## src/rtl/muldiv_seq.sv

```systemverilog
// Sequential unsigned multiply/divide unit: one shift-add or shift-subtract step per RUN cycle,
// with every add/subtract done by an external shared ALU.
`ifndef ALU_OP_AND
`define ALU_OP_AND  4'b0000
`endif
`ifndef ALU_OP_ADDU
`define ALU_OP_ADDU 4'b0010
`endif
`ifndef ALU_OP_SUBU
`define ALU_OP_SUBU 4'b0110
`endif

module muldiv_seq #(
    parameter int WORD_SIZE = 32
) (
    input  logic                 clk,
    input  logic                 rst_n,
    input  logic                 start,
    input  logic                 op,
    input  logic [WORD_SIZE-1:0] a,
    input  logic [WORD_SIZE-1:0] b,
    output logic                 busy,
    output logic                 done,
    output logic [WORD_SIZE-1:0] hi,
    output logic [WORD_SIZE-1:0] lo,
    output logic [3:0]           alu_opcode,
    output logic [WORD_SIZE-1:0] alu_a,
    output logic [WORD_SIZE-1:0] alu_b,
    input  logic [WORD_SIZE-1:0] alu_result
);
    localparam int CW = $clog2(WORD_SIZE + 1);

    typedef enum logic [1:0] {IDLE, RUN, DONE} state_t;

    state_t               state_reg, state_next;
    logic [CW-1:0]        count_reg;
    logic                 op_reg;
    logic [WORD_SIZE-1:0] opnd_reg;     // multiplicand for MULTU, divisor for DIVU
    logic [WORD_SIZE-1:0] hi_reg, lo_reg;
    logic [WORD_SIZE-1:0] hi_next, lo_next;
    logic [WORD_SIZE-1:0] div_shift;
    logic                 carry;
    logic                 taken;
    logic                 accept;

    assign accept    = start && (state_reg != RUN);
    assign div_shift = {hi_reg[WORD_SIZE-2:0], lo_reg[WORD_SIZE-1]};

    always_ff @(posedge clk or negedge rst_n) begin
        if (!rst_n) begin
            state_reg <= IDLE;
        end else begin
            state_reg <= state_next;
        end
    end

    always_comb begin
        state_next = state_reg;
        alu_opcode = `ALU_OP_AND;
        alu_a      = '0;
        alu_b      = '0;
        hi_next    = hi_reg;
        lo_next    = lo_reg;
        carry      = 1'b0;
        taken      = 1'b0;
        case (state_reg)
            IDLE: begin
                if (start) state_next = RUN;
            end
            RUN: begin
                if (count_reg == CW'(1)) state_next = DONE;
                if (op_reg) begin
                    alu_opcode = `ALU_OP_SUBU;
                    alu_a      = div_shift;
                    alu_b      = opnd_reg;
                    // hi MSB set means the shifted partial remainder overflowed the word, so it always exceeds the divisor
                    taken      = hi_reg[WORD_SIZE-1] || (div_shift >= opnd_reg);
                    hi_next    = taken ? alu_result : div_shift;
                    lo_next    = {lo_reg[WORD_SIZE-2:0], taken};
                end else begin
                    alu_opcode = `ALU_OP_ADDU;
                    alu_a      = hi_reg;
                    alu_b      = opnd_reg;
                    carry      = (alu_result < hi_reg);
                    if (lo_reg[0]) begin
                        hi_next = {carry, alu_result[WORD_SIZE-1:1]};
                        lo_next = {alu_result[0], lo_reg[WORD_SIZE-1:1]};
                    end else begin
                        hi_next = {1'b0, hi_reg[WORD_SIZE-1:1]};
                        lo_next = {hi_reg[0], lo_reg[WORD_SIZE-1:1]};
                    end
                end
            end
            DONE: begin
                state_next = start ? RUN : IDLE;
            end
            default: state_next = IDLE;
        endcase
    end

    always_ff @(posedge clk or negedge rst_n) begin
        if (!rst_n) begin
            count_reg <= '0;
            op_reg    <= 1'b0;
            opnd_reg  <= '0;
            hi_reg    <= '0;
            lo_reg    <= '0;
        end else if (accept) begin
            count_reg <= CW'(WORD_SIZE);
            op_reg    <= op;
            opnd_reg  <= op ? b : a;
            hi_reg    <= '0;
            lo_reg    <= op ? a : b;
        end else if (state_reg == RUN) begin
            count_reg <= count_reg - CW'(1);
            hi_reg    <= hi_next;
            lo_reg    <= lo_next;
        end
    end

    assign busy = (state_reg == RUN);
    assign done = (state_reg == DONE);
    assign hi   = hi_reg;
    assign lo   = lo_reg;

endmodule
```

## config.mk

```make
export PLATFORM = sky130hd
export DESIGN_NAME = muldiv_seq
export DESIGN_NICKNAME = d
export VERILOG_FILES = /design/src/rtl/muldiv_seq.sv
export SDC_FILE = /design/constraint.sdc
export NUM_CORES = 1
export LEC_CHECK = 0
export BUFFER_PORTS_ARGS = -buffer_cell sky130_fd_sc_hd__buf_2
export CAP_MARGIN = 20
export CORE_MARGIN = 4
export CORE_UTILIZATION = 59
export CTS_BUF_LIST = sky130_fd_sc_hd__clkbuf_8
export CTS_CLUSTER_SIZE = 30
export DETAILED_ROUTE_END_ITERATION = 6
export PLACE_DENSITY = 0.9
export REMOVE_ABC_BUFFERS = 1
export SKIP_LAST_GASP = 1
export SYNTH_ARGS = -nofsm -noshare
export SYNTH_HDL_FRONTEND = slang
export SYNTH_SLANG_ARGS = --single-unit
```

## constraint.sdc

```tcl
create_clock -name clk -period 3.9 [get_ports clk]
set_clock_uncertainty 0.05 [all_clocks]
set_input_delay 0.195 -clock clk [delete_from_list [all_inputs] [get_ports clk]]
set_output_delay 0.195 -clock clk [all_outputs]
set_load 0.02 [all_outputs]
```

## After elaboration in Yosys (flattened, before gate mapping)

Cells that the tools add are included.

| word-level totals | value |
|---|---|
| register bits after elaboration | 105 |
| input bits | 100 |
| output and inout bits | 134 |
| word-level logic and storage cells | 42 |

| operators by class | value |
|---|---|
| add/sub/neg operators | 1 |
| $lt $le $gt $ge | 2 |
| equal/unequal tests | 6 |
| muxes and demuxes | 22 |
| reduce and logical (&&, ||, !) cells | 5 |

Operators with widths:

| cell | number |
|---|---|
| 32-bit two-way mux | 14 |
| 32-bit >= comparator | 1 |
| 32-bit less-than comparator | 1 |
| 6-bit two-way mux | 2 |
| 6-bit by 1-bit == test with 1-bit output, second input constant | 1 |
| 3-bit two-way mux | 2 |
| 2-bit case mux with 3 select lines | 1 |
| 6-bit by 1-bit subtractor with 6-bit output, second input constant | 1 |
| 2-bit two-way mux | 2 |
| 2-bit by 1-bit inequality test with 1-bit output, second input constant | 2 |
| 2-bit by 1-bit == test with 1-bit output, second input constant | 1 |
| 2-bit == test, second input constant | 1 |
| 2-bit logical NOT | 1 |
| 2-bit inequality test, second input constant | 1 |
| 2-bit AND reduction | 1 |
| 2-bit nonzero test | 1 |
| 1-bit logical AND | 1 |
| 1-bit logical OR | 1 |
| 1-bit two-way mux | 1 |

## Depth between registers and ports, before layout

Gate-level depths: netlist of the first run.

| logic depth | value |
|---|---|
| depth in word-level cells | 6 |
| depth in mapped cells | 12 |
| mapped depth without buffers | 9 |

## Worst setup path before layout of the first run

No wires, ideal clock.

| timing path | value |
|---|---|
| path type | reg2reg |
| start point | reg hi_reg[28] (netlist: hi[28]) |
| end point | reg hi_reg[10] (netlist: hi[10]) |
| setup time | 0.126 ns |
| arrival | 2.191 ns |
| data required time | 3.724 ns |
| setup slack | 1.533 ns |
| cell stages (with the launch flop) | 11 |
| path buffers | 3 |
| period minus slack after synthesis | 2.367 ns |
| cells stage by stage | dfrtp_1 ha_1 nand4_2 nor3_1 a2111oi_2 o211ai_1 buf_2 buf_6 buf_2 a31oi_1 nand3_1 |

| on the way | value |
|---|---|
| longest elaborated chain between the ends | 6 |

Ends and longest elaborated chain:

| what | line | text |
|---|---|---|
| start, declared | 39 | `logic [WORD_SIZE-1:0] hi_reg, lo_reg;` |
| start signal, assigned | 116 | `hi_reg <= hi_next;` |
| 32-bit >= comparator | 77 | `taken = hi_reg[WORD_SIZE-1] \|\| (div_shift >= opnd_reg);` |
| 1-bit logical OR | 77 |  |
| 32-bit two-way mux | 78 | `hi_next = taken ? alu_result : div_shift;` |
| 32-bit two-way mux | 72 | `if (op_reg) begin` |
| 32-bit two-way mux | 114 | `end else if (state_reg == RUN) begin` |
| 32-bit two-way mux | 108 | `end else if (accept) begin` |

No other way between the ends. The select of a mux whose other input is x is not followed.
A chain may end at the register's enable or synchronous reset.

## Worst setup path after layout of the first run

| timing path | value |
|---|---|
| start point | reg hi_reg[28] (netlist: hi[28]) |
| end point | reg hi_reg[15] (netlist: hi[15]) |

The elaborated chain is that of the path after synthesis.

==> impl_metrics.toml, run 1 <==
[final_layout]
drive_gt1_share_pct = 21.7
flow.area_growth_from_synthesis_pct = 15.5
stdcell_area_um2 = 9900
n_fill_cell = 1153
fin_nets = 1396
instances_no_fill = 1417

[cts]
cts_tree = "yes"
hold_buffers = 1
cts_setup_buffers = 0
cts_root_buf = "clkbuf_8"
post_cts_resized = 0
path_clk_slew_ns = 0.11
cts_num_sinks = 105
clk_latency_ns = 0.39
ctsLongestPathBuffers = 2
htreeDepth = 3
cts_buffers = 9

[routing]
wirelength_um = 25500
drtIter0Drc = 681
drt_pre_antenna_iters = 7
drc = 2
postRouteAntennaNets = 0
num_vias = 8584
via_per_inst = 6.06
routedWlPerCell_um = 18.0

[setup_path]
worstPathCellList = "ha_1 > nand4_2 > nor4_1 > o21a_1 > a31o_2 > buf_4 > or3_1 > nand3_1"
cp.arrival_ns = 3.45
cp-end-kind = "flop"
path_class = "reg2reg"
crit_fanout = 44
worst_path_max_delay_cell = "a31o_2"
cp_slowest_stage_delay_ns = 0.67
start_kind = "flop"
crit_required_ns = 4.12

[pwr]
total_power_w = 0.00850
vdd_drop_max_mv = 0.470
p_per_area_nw_per_um2 = 859
p_leak_nw = 5.02

[timing]
period_share_pct = 82.9
rsz0062_at_grt = "no"
fin_crit_ns = 3.23
finalMaxSlewViolations = 0
hold_viol_final = 0
tns_ns = 0
setup_violations = 0
fin_ws_ns = 0.666
slew_headroom_pct = 27.6
fmax_mhz = 309
worst_pin_slew_ns = 1.08

[logic_synthesis]
yosysWarnings = 0
ys_top_cells_by_count = "mux2i_1 (158), nand2_1 (112), nor2_1 (110)"
netlist.area_leader.share_pct = 30.7
synth_most_common_cell = "mux2i_1"
ys_types = 46
ys_seq_elements = 105
ys.flop_type = "dfrtp_1"
synth_async_sr_flop_share_pct = 100
synth.avg_cell_area_um2 = 8.10
seq_area_frac_synth_pct = 30.7
netlist_area_um2 = 8570
synth_area_leaders = "dfrtp_1 (31%), mux2i_1 (18%), ha_1 (9.5%), nand2_1 (4.9%), nor2_1 (4.8%)"
yosysTopAreaCell = "dfrtp_1"
synthCells = 1058
synth-edff-count = 0

[die]
core_um2 = 14000
num_rows = 43
die_y_um = 128
pin_count = 234
die_x_um = 128
die_area_um2 = 16500
initial_core_util_pct = 61.0

[placement]
place.port_buffers = 231
placed_cells = 1399
place_ws_ns = 0.731
post_dp_cell_area_um2 = 9700
dp_hpwl_um = 18400
place_congestion = 0.924

[worst_hold_path]
min_path_type = "in2reg"

[global_route]
grt_pass1_vias = 8134
grt.total_usage_pct = 29.9
antenna_found_initial = 1
grt_max_degree = 79
grt_pass1_wl_um = 40200
grt_overflow = 0

[outcome]
violations = "DRC"
status = "finished, violations left"

[run]
max_cap_viol_count = 0
worst paths after layout:
kind / start / end / slack (ns) / cells past startpoint
setup / recovery: hi[28] / hi[15] / 0.67 / 8
hold / removal: alu_result[9] / hi[9] / 0.05 / 3
setup reg to reg: hi[28] / hi[15] / 0.67 / 8
hold reg to reg: count_reg[5] / count_reg[5] / 0.42 / 1
max in group asynchronous: rst_n / hi[20] / 2.30 / 3
min in group asynchronous: rst_n / lo[10] / 0.44 / 2
critical path: cells and delay by family (launching register included):
kind,cells,cell delay [ns]
AND/OR/NAND/NOR,4,0.99
AO/OA/AOI/OAI,2,0.87
buffers and inverters,1,0.36
flip-flops,1,0.48
adder cells (fa/ha/maj),1,0.35
through the flow:
stage	hold WS, ns	utilization (%)
finish	0.0504	70.5
global placement	0.369	69.1
detailed placement	0.366	69.1
floorplan	-0.151	-
global route	0.0425	70.5
CTS	0.0323	70.5
cells by family (layout without fill, tap and decap cells):
logic type               count (synthesis)  in the layout  share of synthesized area (%)
AO/OA/AOI/OAI                          222            222                           15.3
adder cells (fa/ha/maj)                 65             65                           9.49
buffers and inverters                  150            327                           7.36
flip-flops                             105            105                           30.7
multiplexers                           158            158                           18.5
other                                    1              3                         0.0438
AND/OR/NAND/NOR                        357            357                           18.7
report_power, final:
group	total [W]	internal [W]	switching [W]
registers	0.00239	0.00161	0.000776
logic	0.00545	0.00199	0.00346
clock network	0.000662	0.000254	0.000408
area by class of cell:
type / instances / area [µm²] / share of cell area, %
antenna: 1 / 2.50 / 0.0253
tap: 180 / 225 / 2.28
clock inverter: 6 / 43.8 / 0.443
timing repair buffer: 242 / 1260 / 12.7
multi-input combinational: 804 / 5340 / 53.9
clock buffer: 10 / 138 / 1.39
sequential: 105 / 2630 / 26.6
inverter: 69 / 259 / 2.62
cells in the final DEF, fill, tap and decap left out, drive strengths merged, types with 2 or more instances in the layout:
cell type,netlist,layout
nor2b,2,2
inv,69,73
a31o,2,2
nor3,10,10
dfrtp,105,105
nand2b,2,2
o211ai,32,32
o22ai,3,3
nand4,9,9
o21a,2,2
a31oi,31,31
a2111oi,2,2
a211oi,6,6
and4,2,2
mux2i,158,158
a21o,4,4
o21ai,80,80
and2,2,2
a21oi,55,55
nor4,2,2
clkbuf,47,10
nor2,110,110
buf,34,241
ha,65,65
nand2,112,112
conb,1,2
or3,32,32
nand3,70,70
per-layer routing:
metal | part of all wire (%) | GRT usage [%]
met5 | 0 | 0
met3 | 7.6 | 5.15
met4 | 3.5 | 13.1
met2 | 48 | 49.2
met1 | 41 | 38.9
Power figures use the tool's default switching activity.
==> run 2, diff against run 1 <==
Settings changed: ABC_AREA from default to 1, CORE_UTILIZATION 59 to 55, PLACE_DENSITY 0.9 to 0.86.
Clock period 3.9 ns to 3 ns, I/O delays scaled along.
==> impl_metrics.toml, run 2 <==
[outcome]
status = "complete, no violations"

[run]
max_cap_viol_count = 0

[timing]
tns_ns = 0
hold_viol_final = 0
worst_pin_slew_ns = 0.946
slew_headroom_pct = 36.9
rsz0062_at_grt = "no"
fin_crit_ns = 2.47
period_share_pct = 82.2
setup_violations = 0
fmax_mhz = 406
finalMaxSlewViolations = 0

[logic_synthesis]
synth_async_sr_flop_share_pct = 100
netlist_area_um2 = 8150
ys_types = 36
ys_top_cells_by_count = "nand2_1 (283), o21ai_0 (183), inv_1 (124)"
synthCells = 1183
synth-edff-count = 0
synth.avg_cell_area_um2 = 6.89
ys_seq_elements = 105
ys.flop_type = "dfrtp_1"
synth_most_common_cell = "nand2_1"
synth_area_leaders = "dfrtp_1 (32%), nand2_1 (13%), o21ai_0 (11%), ha_1 (10%), a21oi_1 (6.0%)"
seq_area_frac_synth_pct = 32.3
yosysWarnings = 0
yosysTopAreaCell = "dfrtp_1"
netlist.area_leader.share_pct = 32.3

[final_layout]
fin_util_pct = 67.0
layout_common_cells = "nand2_1 (282), buf_2 (230), o21ai_0 (183)"
n_fill_cell = 1327
fin_nets = 1551
diodes = 0
regArea_um2 = 2630
drive_gt1_share_pct = 20.1
flow.area_growth_from_synthesis_pct = 19.5
multi_input_area_um2 = 4670
instances_no_fill = 1575
final_common_cell = "nand2_1"

[cts]
cts_buffers = 9
path_clk_slew_ns = 0.11
htreeDepth = 3
cts_tree = "yes"
cts_num_sinks = 105
clk_latency_ns = 0.39
cts_root_buf = "clkbuf_8"
ctsLongestPathBuffers = 2

[routing]
drc = 0
wirelength_um = 26700
drtIter0Drc = 851
routedWlPerCell_um = 16.9
num_vias = 9225
via_per_inst = 5.86
postRouteAntennaNets = 0
drt_pre_antenna_iters = 6

[die]
die_y_um = 130
die_area_um2 = 16800
die_x_um = 130
initial_core_util_pct = 56.1
pin_count = 234
core_um2 = 14500
num_rows = 44

[setup_path]
startpoint = "lo[31]"
cp-end-kind = "flop"
cp.arrival_ns = 2.67
crit_fanout = 33
start_kind = "flop"
r2r_start = "lo[31]"
crit_required_ns = 3.21
path_class = "reg2reg"

[global_route]
grt_pass1_vias = 8467
grt_overflow = 0
antenna_found_initial = 0
grt.total_usage_pct = 31.1
grt_max_degree = 85
grt_pass1_wl_um = 42400

[pwr]
vdd_drop_max_mv = 0.832
p_per_area_nw_per_um2 = 1250
p_leak_nw = 5.03

[placement]
dp_hpwl_um = 18900
place.port_buffers = 231
placed_cells = 1535
place_congestion = 0.934

[worst_hold_path]
min-delay-start = "b[5]"
min_path_type = "in2reg"
## run 2: changes by cell type in the layout (fill, tap and decap cells not counted), sizes merged, moves of 6 or more
cell	before	now
nand2	112	286
mux2i	158	0
inv	73	131
buf	241	250
or3	32	0
o21ai	80	196
dlygate4sd3	1	24
a21oi	55	98
nor2	110	64
a31oi	31	1
o211ai	32	38
o221ai	0	22
nor3	10	2
## run 2: what timing repair did
action,CTS,global route
resized for setup,0,0
hold buffers,24,0
endpoints found under the hold margin,93,0
setup buffers,0,0
## run 2: final cells by class
cell class	count	share of cell area, %
tap	184	2.36
sequential	105	27.0
multi-input combinational	869	47.9
clock buffer	10	1.41
inverter	127	4.90
clock inverter	6	0.527
timing repair buffer	274	15.8
## run 2: cells by family (layout without fill, tap and decap cells)
| logic type | Yosys count | after routing | share of synthesized area (%) |
|---|---|---|---|
| buffers and inverters | 210 | 417 | 10.5 |
| flip-flops | 105 | 105 | 32.3 |
| AO/OA/AOI/OAI | 367 | 367 | 25.2 |
| other | 1 | 2 | 0.0460 |
| adder cells (fa/ha/maj) | 65 | 65 | 9.98 |
| AND/OR/NAND/NOR | 435 | 435 | 22.0 |
## run 2: path summary, 6_finish.rpt
kind / end / cells past startpoint / slack, ns
min in group asynchronous: hi[6] / 2 / 0.36
hold reg to reg: count_reg[5] / 1 / 0.44
setup reg to reg: hi[21] / 14 / 0.53
setup / recovery: hi[21] / 14 / 0.53
max in group asynchronous: lo[28] / 3 / 1.67
hold / removal: opnd_reg[5] / 3 / 0.01
## run 2: through the flow
| stage | area, µm² | hold WS [ns] | worst slack, ns | total power (W) |
|---|---|---|---|---|
| 2_1_floorplan | 7770 | -0.196 | -1.43 | 0.00837 |
| 3_3_place_gp | 9310 | 0.307 | 0.637 | 0.0110 |
| 3_5_place_dp | 9310 | 0.297 | 0.592 | 0.0112 |
| 4_1_cts | 9740 | 0.00332 | 0.587 | 0.0121 |
| 5_1_grt | 9740 | 0.0224 | 0.317 | 0.0133 |
| 6_report | 9740 | 0.0127 | 0.535 | 0.0122 |
## run 2: where the power goes
| group | leakage, nW | switching (W) | internal (W) |
|---|---|---|---|
| Sequential | 1.25 | 0.000813 | 0.00215 |
| Clock | 0.0981 | 0.000555 | 0.000339 |
| Combinational | 3.68 | 0.00555 | 0.00277 |
## run 2: metal layers
| layer | up-vias | part of all wire, % | GRT usage [%] |
|---|---|---|---|
| met5 | - | 0 | 0 |
| met4 | 0 | 3.2 | 12.4 |
| met3 | 68 | 9.2 | 4.95 |
| met2 | 498 | 46 | 50.1 |
| met1 | 4269 | 41 | 42.1 |
| li1 | 4390 | - | - |
## run 2: critical path, cell delays in order, from the launching register on
cell	delay (ns)
dfrtp_1	0.42
inv_1	0.19
ha_1	0.28
nand4_1	0.11
nor2_1	0.05
nor2_1	0.08
nand2_1	0.08
nand2_1	0.06
nand2_1	0.07
nand2_2	0.25
nand2_4	0.31
nand2_1	0.14
nand3_1	0.08
nand2_1	0.08
o21ai_0	0.09
==> run 3, diff against run 2 <==
Settings changed: CORE_UTILIZATION 55 to 49, PLACE_DENSITY 0.86 to 0.81.
Clock period 3 ns to 2 ns, I/O delays scaled along.
==> impl_metrics.toml, run 3 (synthesized netlist as in run 2, its figures left out) <==
[cts]
cts_buffers = 9
cts_tree = "yes"
cts_num_sinks = 105
cts_root_buf = "clkbuf_8"
ctsLongestPathBuffers = 2
clk_latency_ns = 0.38
htreeDepth = 3
path_clk_slew_ns = 0.11

[timing]
fin_crit_ns = 2.28
period_share_pct = 114
fin_ws_ns = -0.283
setup_violations = 34
hold_viol_final = 0
tns_ns = -7.15
finalMaxSlewViolations = 0
rsz0062_at_grt = "yes"
fmax_mhz = 438
hold-worst-slack_ns = 0.00646

[run]
max_cap_viol_count = 0

[die]
die_x_um = 137
die_y_um = 137
die_area_um2 = 18800
num_rows = 46
initial_core_util_pct = 50.6
pin_count = 234
core_um2 = 16100

[global_route]
grt_max_degree = 92
antenna_found_initial = 0
grt_pass1_wl_um = 45200
grt_pass1_vias = 8723
grt.total_usage_pct = 30.1
grt_overflow = 0

[final_layout]
final_common_cell = "nand2_1"
layout_common_cells = "nand2_1 (244), buf_2 (228), o21ai_0 (163)"
drive_gt1_share_pct = 31.1
fin_nets = 1645
flow.area_growth_from_synthesis_pct = 39.0

[outcome]
violations = "setup timing"
status = "finished, violations left"

[setup_path]
cp-end-kind = "flop"
start_kind = "flop"
crit_required_ns = 2.21
path_class = "reg2reg"
crit_fanout = 6
cp.arrival_ns = 2.49

[routing]
wl_met2_um = 14600
drc = 0
dr.max_layer_used = "met4"
routedWlPerCell_um = 18.5
wl_met1_um = 12500
via_per_inst = 5.82
wl_met3_um = 3120
drtIter0Drc = 1160
postRouteAntennaNets = 0
drt_pre_antenna_iters = 6
wirelength_um = 31400
num_vias = 9906

[pwr]
sw_frac_of_total_pct = 53.3
power.internal_w = 0.0106
vdd_drop_max_mv = 1.20
p_seq_share_pct = 18.3
p_per_area_nw_per_um2 = 2010
p_leak_nw = 5.68
p_clk_share_pct = 6.5
switchingPower_w = 0.0121
combPwrFrac_pct = 75.2

[placement]
dp_hpwl_um = 20700
place.port_buffers = 231
place_congestion = 0.940

[worst_hold_path]
min_path_type = "in2reg"
## run 3: what timing repair did
action                                  CTS  global route
hold buffers                             23             1
pin swaps                                10            56
cloned                                    0             6
hold endpoints to repair                127             1
setup buffers                             1            13
endpoints found under the setup margin   37            42
gates resized for setup                  27           121
## run 3: final timing paths
check	from	end	slack (ns)	cells after the start
max in group asynchronous	rst_n	lo[7]	1.10	3
min	b[16]	opnd_reg[16]	0.006	3
min reg2reg	count_reg[5]	count_reg[5]	0.44	1
min in group asynchronous	rst_n	lo[31]	0.11	2
max	hi[22]	hi[0]	-0.28	13
max reg2reg	hi[22]	hi[0]	-0.28	13
## run 3: critical path, cell delays in order (launching register included)
cell     delay (ns)
dfrtp_1        0.44
ha_4           0.27
a21oi_1        0.22
o21a_1         0.24
a21oi_4        0.08
nor2_4         0.13
buf_6          0.14
buf_6          0.12
buf_4          0.11
nand3_1        0.07
nand3_1        0.08
nand2_1        0.06
nand2_1        0.08
nand2_1        0.06
## run 3: area by class of cell
class | instances | area, µm²
Tap cell | 216 | 270
Clock buffer | 9 | 124
Timing Repair Buffer | 367 | 2520
Clock inverter | 7 | 87.6
Multi-Input combinational cell | 870 | 5200
Inverter | 127 | 482
Antenna cell | 1 | 2.50
Sequential cell | 105 | 2630
Fill cell | 1281 | 4790
## run 3: metal layers
layer  up-vias  track usage, %
met5         -               0
met4         0            10.3
met3       105            4.52
met2       657            47.7
met1      4548            42.2
li1       4596               -
## run 3: power groups by stage
| stage | clock, W | sequential, W | combinational [W] |
|---|---|---|---|
| finish | 0.00147 | 0.00415 | 0.0171 |
| global route | 0.00156 | 0.00425 | 0.0185 |
| CTS | 0.00147 | 0.00403 | 0.0147 |
| detailed placement | 0 | 0.00405 | 0.0144 |
| global placement | 0 | 0.00402 | 0.0140 |
| floorplan | 0 | 0.00501 | 0.00755 |
## run 3: stage by stage
stage / instance area, µm² / util [%] / instances / setup slack, ns / total power [W]
after floorplan: 7770 / - / 1101 / -2.43 / 0.0126
after global placement: 10000 / 62.2 / 1641 / -0.0968 / 0.0181
after detailed placement: 10000 / 62.2 / 1641 / -0.148 / 0.0184
after global routing: 11300 / 70.3 / 1701 / -0.359 / 0.0243
after CTS: 10500 / 65.3 / 1681 / -0.160 / 0.0202
final: 11300 / 70.3 / 1702 / -0.283 / 0.0227
